File: config.mk
export PLATFORM = sky130hd
export DESIGN_NAME = dmem_bridge
export DESIGN_NICKNAME = d
export VERILOG_FILES = /design/src/rtl/dmem_bridge.sv
export SDC_FILE = /design/constraint.sdc
export NUM_CORES = 1
export LEC_CHECK = 0
export ABC_AREA = 1
export BUFFER_PORTS_ARGS = -buffer_cell sky130_fd_sc_hd__buf_2
export CAP_MARGIN = 20
export CORE_ASPECT_RATIO = 1.5
export CORE_MARGIN = 5
export CORE_UTILIZATION = 39
export DETAILED_ROUTE_END_ITERATION = 6
export HOLD_SLACK_MARGIN = 0.1
export PLACE_DENSITY = 0.65
export SLEW_MARGIN = 15
export SYNTH_ARGS = -nofsm -noshare
export SYNTH_HDL_FRONTEND = slang
export SYNTH_SLANG_ARGS = --single-unit
File: constraint.sdc
create_clock -name clk -period 4.7 [get_ports clk]
set_input_delay 0 -clock clk [delete_from_list [all_inputs] [get_ports clk]]
set_output_delay 0 -clock clk [all_outputs]
set_load 0.05 [all_outputs]
File: src/rtl/dmem_bridge.sv
// -----------------------------------------------------------------------------
// dmem_bridge
// Data-memory side of the core. Takes the M-stage memory access and turns it
// into single word-wide req/ack bus transactions. An isolated store is posted
// and does not stall the pipeline. Loads stall until the bus returns data.
// Misaligned accesses and bus timeouts raise a sticky error flag.
//
// Ports:
//   clk, rst             rising-edge clock, synchronous active-high reset
//   memenM, memwriteM    M-stage access valid / store(1) or load(0)
//   aluoutM, writedataM  byte address and store data of the access
//   readdataM            registered load data
//   stallM               pipeline freeze, combinational from state and inputs
//   bus_req/we/addr/wdata  registered bus request (addr is word aligned)
//   bus_ack, bus_rdata   bus completion and read data
//   bus_err              sticky error flag, cleared only by rst
// -----------------------------------------------------------------------------
module dmem_bridge #(
    parameter int unsigned TIMEOUT_CYC = 64,
    parameter logic [31:0] ERR_RDATA   = 32'h0000_0000
) (
    input  logic        clk,
    input  logic        rst,
    input  logic        memenM,
    input  logic        memwriteM,
    input  logic [31:0] aluoutM,
    input  logic [31:0] writedataM,
    output logic [31:0] readdataM,
    output logic        stallM,
    output logic        bus_req,
    output logic        bus_we,
    output logic [31:0] bus_addr,
    output logic [31:0] bus_wdata,
    input  logic        bus_ack,
    input  logic [31:0] bus_rdata,
    output logic        bus_err
);

    localparam logic [1:0] IDLE    = 2'd0;
    localparam logic [1:0] WR_BUSY = 2'd1;
    localparam logic [1:0] RD_WAIT = 2'd2;
    localparam logic [1:0] RD_DONE = 2'd3;

    // Timeout fires in the cycle where the counter already holds TIMEOUT_CYC-1,
    // so bus_req stays high for exactly TIMEOUT_CYC cycles.
    localparam logic [7:0] TO_LAST = 8'(TIMEOUT_CYC - 32'd1);

    logic [1:0]  state_q,     state_d;
    logic        bus_req_q,   bus_req_d;
    logic        bus_we_q,    bus_we_d;
    logic [31:0] bus_addr_q,  bus_addr_d;
    logic [31:0] bus_wdata_q, bus_wdata_d;
    logic [31:0] rdata_q,     rdata_d;
    logic        err_q,       err_d;
    logic [7:0]  to_cnt_q,    to_cnt_d;

    logic        misaligned_s;
    logic        ack_s;
    logic        timeout_s;
    logic        stall_s;

    assign misaligned_s = memenM & (aluoutM[1:0] != 2'b00);
    // An ack with no request outstanding is ignored.
    assign ack_s        = bus_req_q & bus_ack;
    // Ack wins over timeout when both land in the same cycle.
    assign timeout_s    = bus_req_q & ~bus_ack & (to_cnt_q == TO_LAST);

    // Timeout counter: runs while a request waits, clears once it drops.
    always_comb begin
        to_cnt_d = to_cnt_q;
        if (!bus_req_q) begin
            to_cnt_d = 8'd0;
        end else if (!bus_ack) begin
            to_cnt_d = to_cnt_q + 8'd1;
        end else begin
            to_cnt_d = to_cnt_q;
        end
    end

    // Next-state, bus request and stall decode.
    always_comb begin
        state_d     = state_q;
        bus_req_d   = bus_req_q;
        bus_we_d    = bus_we_q;
        bus_addr_d  = bus_addr_q;
        bus_wdata_d = bus_wdata_q;
        rdata_d     = rdata_q;
        err_d       = err_q;
        stall_s     = 1'b0;
        case (state_q)
            IDLE: begin
                if (misaligned_s) begin
                    err_d = 1'b1;
                    if (!memwriteM) begin
                        rdata_d = ERR_RDATA;
                    end else begin
                        rdata_d = rdata_q;
                    end
                end else if (memenM && memwriteM) begin
                    // Posted store: the pipeline moves on while the bus drains it.
                    bus_addr_d  = {aluoutM[31:2], 2'b00};
                    bus_wdata_d = writedataM;
                    bus_we_d    = 1'b1;
                    bus_req_d   = 1'b1;
                    state_d     = WR_BUSY;
                end else if (memenM) begin
                    stall_s    = 1'b1;
                    bus_addr_d = {aluoutM[31:2], 2'b00};
                    bus_we_d   = 1'b0;
                    bus_req_d  = 1'b1;
                    state_d    = RD_WAIT;
                end else begin
                    state_d = IDLE;
                end
            end
            WR_BUSY: begin
                // Any new access waits for the drain; this keeps store->load
                // ordering on the bus without forwarding.
                stall_s = memenM;
                if (ack_s) begin
                    bus_req_d = 1'b0;
                    state_d   = IDLE;
                end else if (timeout_s) begin
                    bus_req_d = 1'b0;
                    err_d     = 1'b1;
                    state_d   = IDLE;
                end else begin
                    state_d = WR_BUSY;
                end
            end
            RD_WAIT: begin
                stall_s = 1'b1;
                if (ack_s) begin
                    rdata_d   = bus_rdata;
                    bus_req_d = 1'b0;
                    state_d   = RD_DONE;
                end else if (timeout_s) begin
                    rdata_d   = ERR_RDATA;
                    bus_req_d = 1'b0;
                    err_d     = 1'b1;
                    state_d   = RD_DONE;
                end else begin
                    state_d = RD_WAIT;
                end
            end
            RD_DONE: begin
                // memenM still belongs to the completing load; issue nothing.
                state_d = IDLE;
            end
            default: begin
                bus_req_d = 1'b0;
                state_d   = IDLE;
            end
        endcase
    end

    // State and output registers with synchronous reset.
    always_ff @(posedge clk) begin
        if (rst) begin
            state_q     <= IDLE;
            bus_req_q   <= 1'b0;
            bus_we_q    <= 1'b0;
            bus_addr_q  <= 32'h0000_0000;
            bus_wdata_q <= 32'h0000_0000;
            rdata_q     <= 32'h0000_0000;
            err_q       <= 1'b0;
            to_cnt_q    <= 8'd0;
        end else begin
            state_q     <= state_d;
            bus_req_q   <= bus_req_d;
            bus_we_q    <= bus_we_d;
            bus_addr_q  <= bus_addr_d;
            bus_wdata_q <= bus_wdata_d;
            rdata_q     <= rdata_d;
            err_q       <= err_d;
            to_cnt_q    <= to_cnt_d;
        end
    end

    assign readdataM = rdata_q;
    assign stallM    = stall_s;
    assign bus_req   = bus_req_q;
    assign bus_we    = bus_we_q;
    assign bus_addr  = bus_addr_q;
    assign bus_wdata = bus_wdata_q;
    assign bus_err   = err_q;

endmodule

### After elaboration in Yosys (flattened, before gate mapping)

Cells that the tools add are included.

| operators by class | value |
|---|---|
| add/subtract/negate cells | 1 |
| multiplexer cells | 31 |
| reductions and logical operators | 13 |
| bitwise gates (word level) | 7 |
| eq/ne operators | 12 |

Operator list:

| operator | number |
|---|---|
| $mux 32 | 6 |
| $pmux 32 s2 | 1 |
| $mux 1 | 17 |
| $reduce_and 4->1 | 3 |
| $add 8x1->8 const B | 1 |
| $eq 8x6->1 const B | 1 |
| $ne 2x2->1 const B | 4 |
| $pmux 2 s4 | 1 |
| $reduce_bool 2->1 | 4 |
| $mux 2 | 3 |
| $ne 3x3->1 const B | 2 |
| $reduce_and 3->1 | 2 |
| $and 1x1->1 | 4 |
| $eq 2x2->1 const B | 2 |
| $pmux 1 s2 | 2 |
| $reduce_or 2->1 | 2 |
| $ne 3x1->1 const B | 1 |
| $not 1->1 | 3 |
| $pmux 1 s3 | 1 |
| $eq 2x1->1 const B | 1 |
| $logic_not 2->1 | 1 |
| $ne 2x1->1 const B | 1 |
| $logic_and 1x1->1 | 1 |

| word-level totals | value |
|---|---|
| logic and storage cells | 72 |
| input bits | 101 |
| flip-flop bits (word level) | 109 |
| output and inout port bits | 100 |

### Longest topological paths before layout

| depth | value |
|---|---|
| word-level depth | 6 |
| mapped depth | 11 |

### Least setup slack after synthesis

OpenSTA, ideal clock, no wires.

| timing | value |
|---|---|
| path kind | reg-to-reg |
| start point | reg state_q[0] |
| end point | reg rdata_q[25] (netlist: readdataM[25]) |
| path slack | 3.010 ns |
| stages on the path, launching flop included | 11 |
| clock period less this slack | 1.690 ns |
| data arrival time | 1.577 ns |
| setup time | 0.113 ns |
| cells stage by stage | dfxtp_1 inv_1 ha_1 nand2_1 nor2_2 inv_2 o22ai_4 buf_2 nand3_1 nand2_1 nor2_1 |

| on the way | value |
|---|---|
| cells in the longest elaborated chain, start to end | 3 |

Ends and longest elaborated chain:

| what | RTL line | RTL |
|---|---|---|
| from (decl) | 48 | `logic [1:0] state_q, state_d;` |
| from (signal assigned) | 169 | `state_q <= state_d;` |
| $eq 2x2->1 or $logic_not 2->1 (tied branches) | 90 | `case (state_q)` |
| $ne 3x3->1 (no source line) (tied with other cells) | - |  |
| $reduce_and 4->1 (no source line) | - |  |
| to (signal assigned) | 174 | `rdata_q <= rdata_d;` |
| to (decl) | 53 | `logic [31:0] rdata_q, rdata_d;` |

Several ways; a longest one is shown, not always the timed one.
A chain may end at the register's enable or synchronous reset.

### Worst setup path after layout

| timing | value |
|---|---|
| start point | reg state_q[0] |
| end point | reg bus_wdata_q[16] (netlist: bus_wdata[16]) |

| on the way | value |
|---|---|
| cells in the longest elaborated chain, start to end | 2 |

Ends and longest elaborated chain:

| what | RTL line | RTL |
|---|---|---|
| $logic_not 2->1 | 90 |  |
| $reduce_and 3->1 (no source line) | - |  |
| to (signal assigned) | 173 | `bus_wdata_q <= bus_wdata_d;` |
| to (decl) | 52 | `logic [31:0] bus_wdata_q, bus_wdata_d;` |

No other way between the ends.

==> results.cfg <==
[cts]
cts.sinks = 107
h-tree-depth = 3
cts_tree = done
clk_pin_slew_ps = 70
root_buffer = clkbuf_16
numCtsBuffers = 9
clk_latency_ps = 340
cts_resized = 0
cts_buffer_depth = 2

[route]
vias = 4919
routed_wl_um = 14200
postRouteAntennaNets = 0
drcViolationCount = 0
wl_per_cell_um = 13.9
drtIter0Drc = 151
vias_per_cell = 4.79
firstDrtPassIters = 4

[sta]
worst_pin_slew_ps = 965
fmax_ghz = 0.385
setup_violations = 0
period_minus_slack_ps = 2600
setup-tns-final_ps = 0
rsz0062_at_grt = false
fin_crit_sh = 0.553
skew_ps = 9.22
relSlewSlack = 0.355
maxSlewViolCount = 0
hold_viol_final = 0
holdWs_ps = 190

[finish]
fillers = 977
fin_nets = 983
final_area_um2 = 6670
area_growth_pct = 53.8
fin_util = 0.607
n_antenna_cell = 0
drive_gt1_frac = 0.257

[yosys]
async_reset_ff_frac = 0
ys.flop_type = dfxtp_1
synth_edf_count = 0
syn_area_per_cell_um2 = 7.18
yosysSeqAreaShare = 0.494
ys_seq_elements = 107
synth.cell_area_um2 = 4340
yosys_warnings = 0
synthDistinctLibCells = 23
synthCells = 604

[min_path]
holdPathStages = 5
hp-class = in2reg

[power_and_ir_drop]
p_per_area_nw_per_um2 = 364
p_int_mw = 1.64
vdd_drop_max_mv = 0.214
swShare = 0.324
p_seq_frac = 0.411
p_clk_frac = 0.340
switching_power_mw = 0.786
power_leakage_nw = 3.11
p_comb_frac = 0.249
report.power.total_mw = 2.43

[floorplanning]
fp-row-count = 47
coreArea_um2 = 11000
initial_core_util = 0.394
ios = 201
die_w_um = 96.1
dieHeight_um = 139
dieArea_um2 = 13400

[critical_path]
path_cells = inv_1, ha_1, nand2_1, inv_1, nand2_1, inv_2, buf_4, nand3_1, a21oi_1
cp_num_cells = 9
setup.worst_path.start_class = flip-flop
crit_path_end_kind = flip-flop
required_ps = 4960
crit_path_max_fanout = 63
cpPeakStageDelay_ps = 550
cp_num_buf_inv = 4
crit_slowest_cell = buf_4
crit_family = buffers and inverters
criticalPathCategory = reg2reg
worstRegToRegCells = 9
arrival_ps = 2860

[placed_design]
port_buffers = 198
dp_hpwl_um = 8930
gp_congestion = 0.851
placed_area_um2 = 5340

[global_route]
grt_util_all_layers = 0.207
grt_pass1_wl_um = 22100
antenna_found_initial = 0
grt_pass1_vias = 4826
gr-total-overflow = 0
grt_max_degree = 66

[run]
maxCapViolCount = 0

[run_status]
status = finished, final reports clean
## cells in the mapped netlist, drive strengths merged (2+ instances only)
cell type | number | area share
nor2 | 148 | 0.13
nand2 | 125 | 0.11
dfxtp | 107 | 0.49
nand3 | 66 | 0.077
o21ai | 41 | 0.047
a21oi | 40 | 0.046
inv | 26 | 0.022
buf | 20 | 0.028
clkbuf | 18 | 0.016
ha | 6 | 0.017
a31oi | 2 | 0.0029
## path summary, 6_finish.rpt
kind / startpoint / endpoint / slack (ps)
max: state_q[0] / bus_wdata[16] / 2100
max reg2reg: state_q[0] / bus_wdata[16] / 2100
min reg2reg: bus_wdata[13] / bus_wdata[13] / 460
min: aluoutM[0] / state_q[1] / 190
## cell usage in the layout (no fill, tap or decap), drive strengths merged
master       Yosys  layout
nand4            1       1
o21a             1       1
clkinv           1       2
ha               6       6
dfxtp          107     107
clkinvlp         0       2
dlygate4sd3      0      96
bufinv           0       2
conb             1       2
nor2           148     148
o21ai           41      41
nand3           66      66
a31oi            2       2
a21oi           40      40
nand2          125     125
clkbuf          18      11
buf             20     202
inv             26      26
o22ai            1       1
## layer usage
layer  GRT usage  routed length (um)
met5           0                   0
met2       0.369                7570
met1       0.219                5440
met3      0.0309                 707
met4       0.127                 527
## registers in the layout, indices dropped and copies added, names as in the netlist
register,count
to_cnt_q,8
bus_addr,30
state_q,2
bus_req,1
readdataM,32
bus_we,1
bus_err,1
bus_wdata,32
## power by group through the flow
stage	clock [mW]	sequential, mW	combinational [mW]
3_5_place_dp	0	1.02	0.539
5_1_grt	0.882	1.00	0.654
2_1_floorplan	0	1.21	0.204
3_3_place_gp	0	1.02	0.530
4_1_cts	0.846	0.998	0.602
6_report	0.826	0.999	0.604
## worst register-to-register path, stage by stage (launching register included)
cell and delay, ps:
dfxtp_1 340, inv_1 110, ha_1 260, nand2_1 110, inv_1 60, nand2_1 530, inv_2 200, buf_4 550
nand3_1 170, a21oi_1 200
## per-stage QoR
| step | instances | setup slack [ps] |
|---|---|---|
| finish | 1028 | 2100 |
| global route | 1028 | 1840 |
| CTS | 1026 | 1860 |
| detailed placement | 914 | 1860 |
| global placement | 914 | 2020 |
| floorplan | 605 | 3010 |
## final cells by class
cell class,count,area (um2),area share
Timing Repair Buffer,298,2010,0.301
Multi-Input combinational cell,433,1910,0.286
Clock inverter,5,83.8,0.0126
Clock buffer,11,243,0.0364
Tap cell,147,184,0.0276
Sequential cell,107,2140,0.321
Inverter,27,103,0.0154
## repair_timing
| item | 4_1_cts | 5_1_grt |
|---|---|---|
| endpoints found under the setup margin | 0 | 0 |
| hold buffers | 96 | 0 |
| buffers inserted | 0 | 0 |
| hold endpoints to repair | 99 | 0 |
## kinds of logic after synthesis
family                     after synthesis  share of synthesized area
and+or+nand+nor                        340                      0.318
DFF                                    107                      0.494
AOI/OAI and AO/OA                       85                      0.103
buffers and inverters                   65                     0.0675
adders and majority gates                6                     0.0173
other                                    1                   0.000864
(Power assumes the default switching activity.)
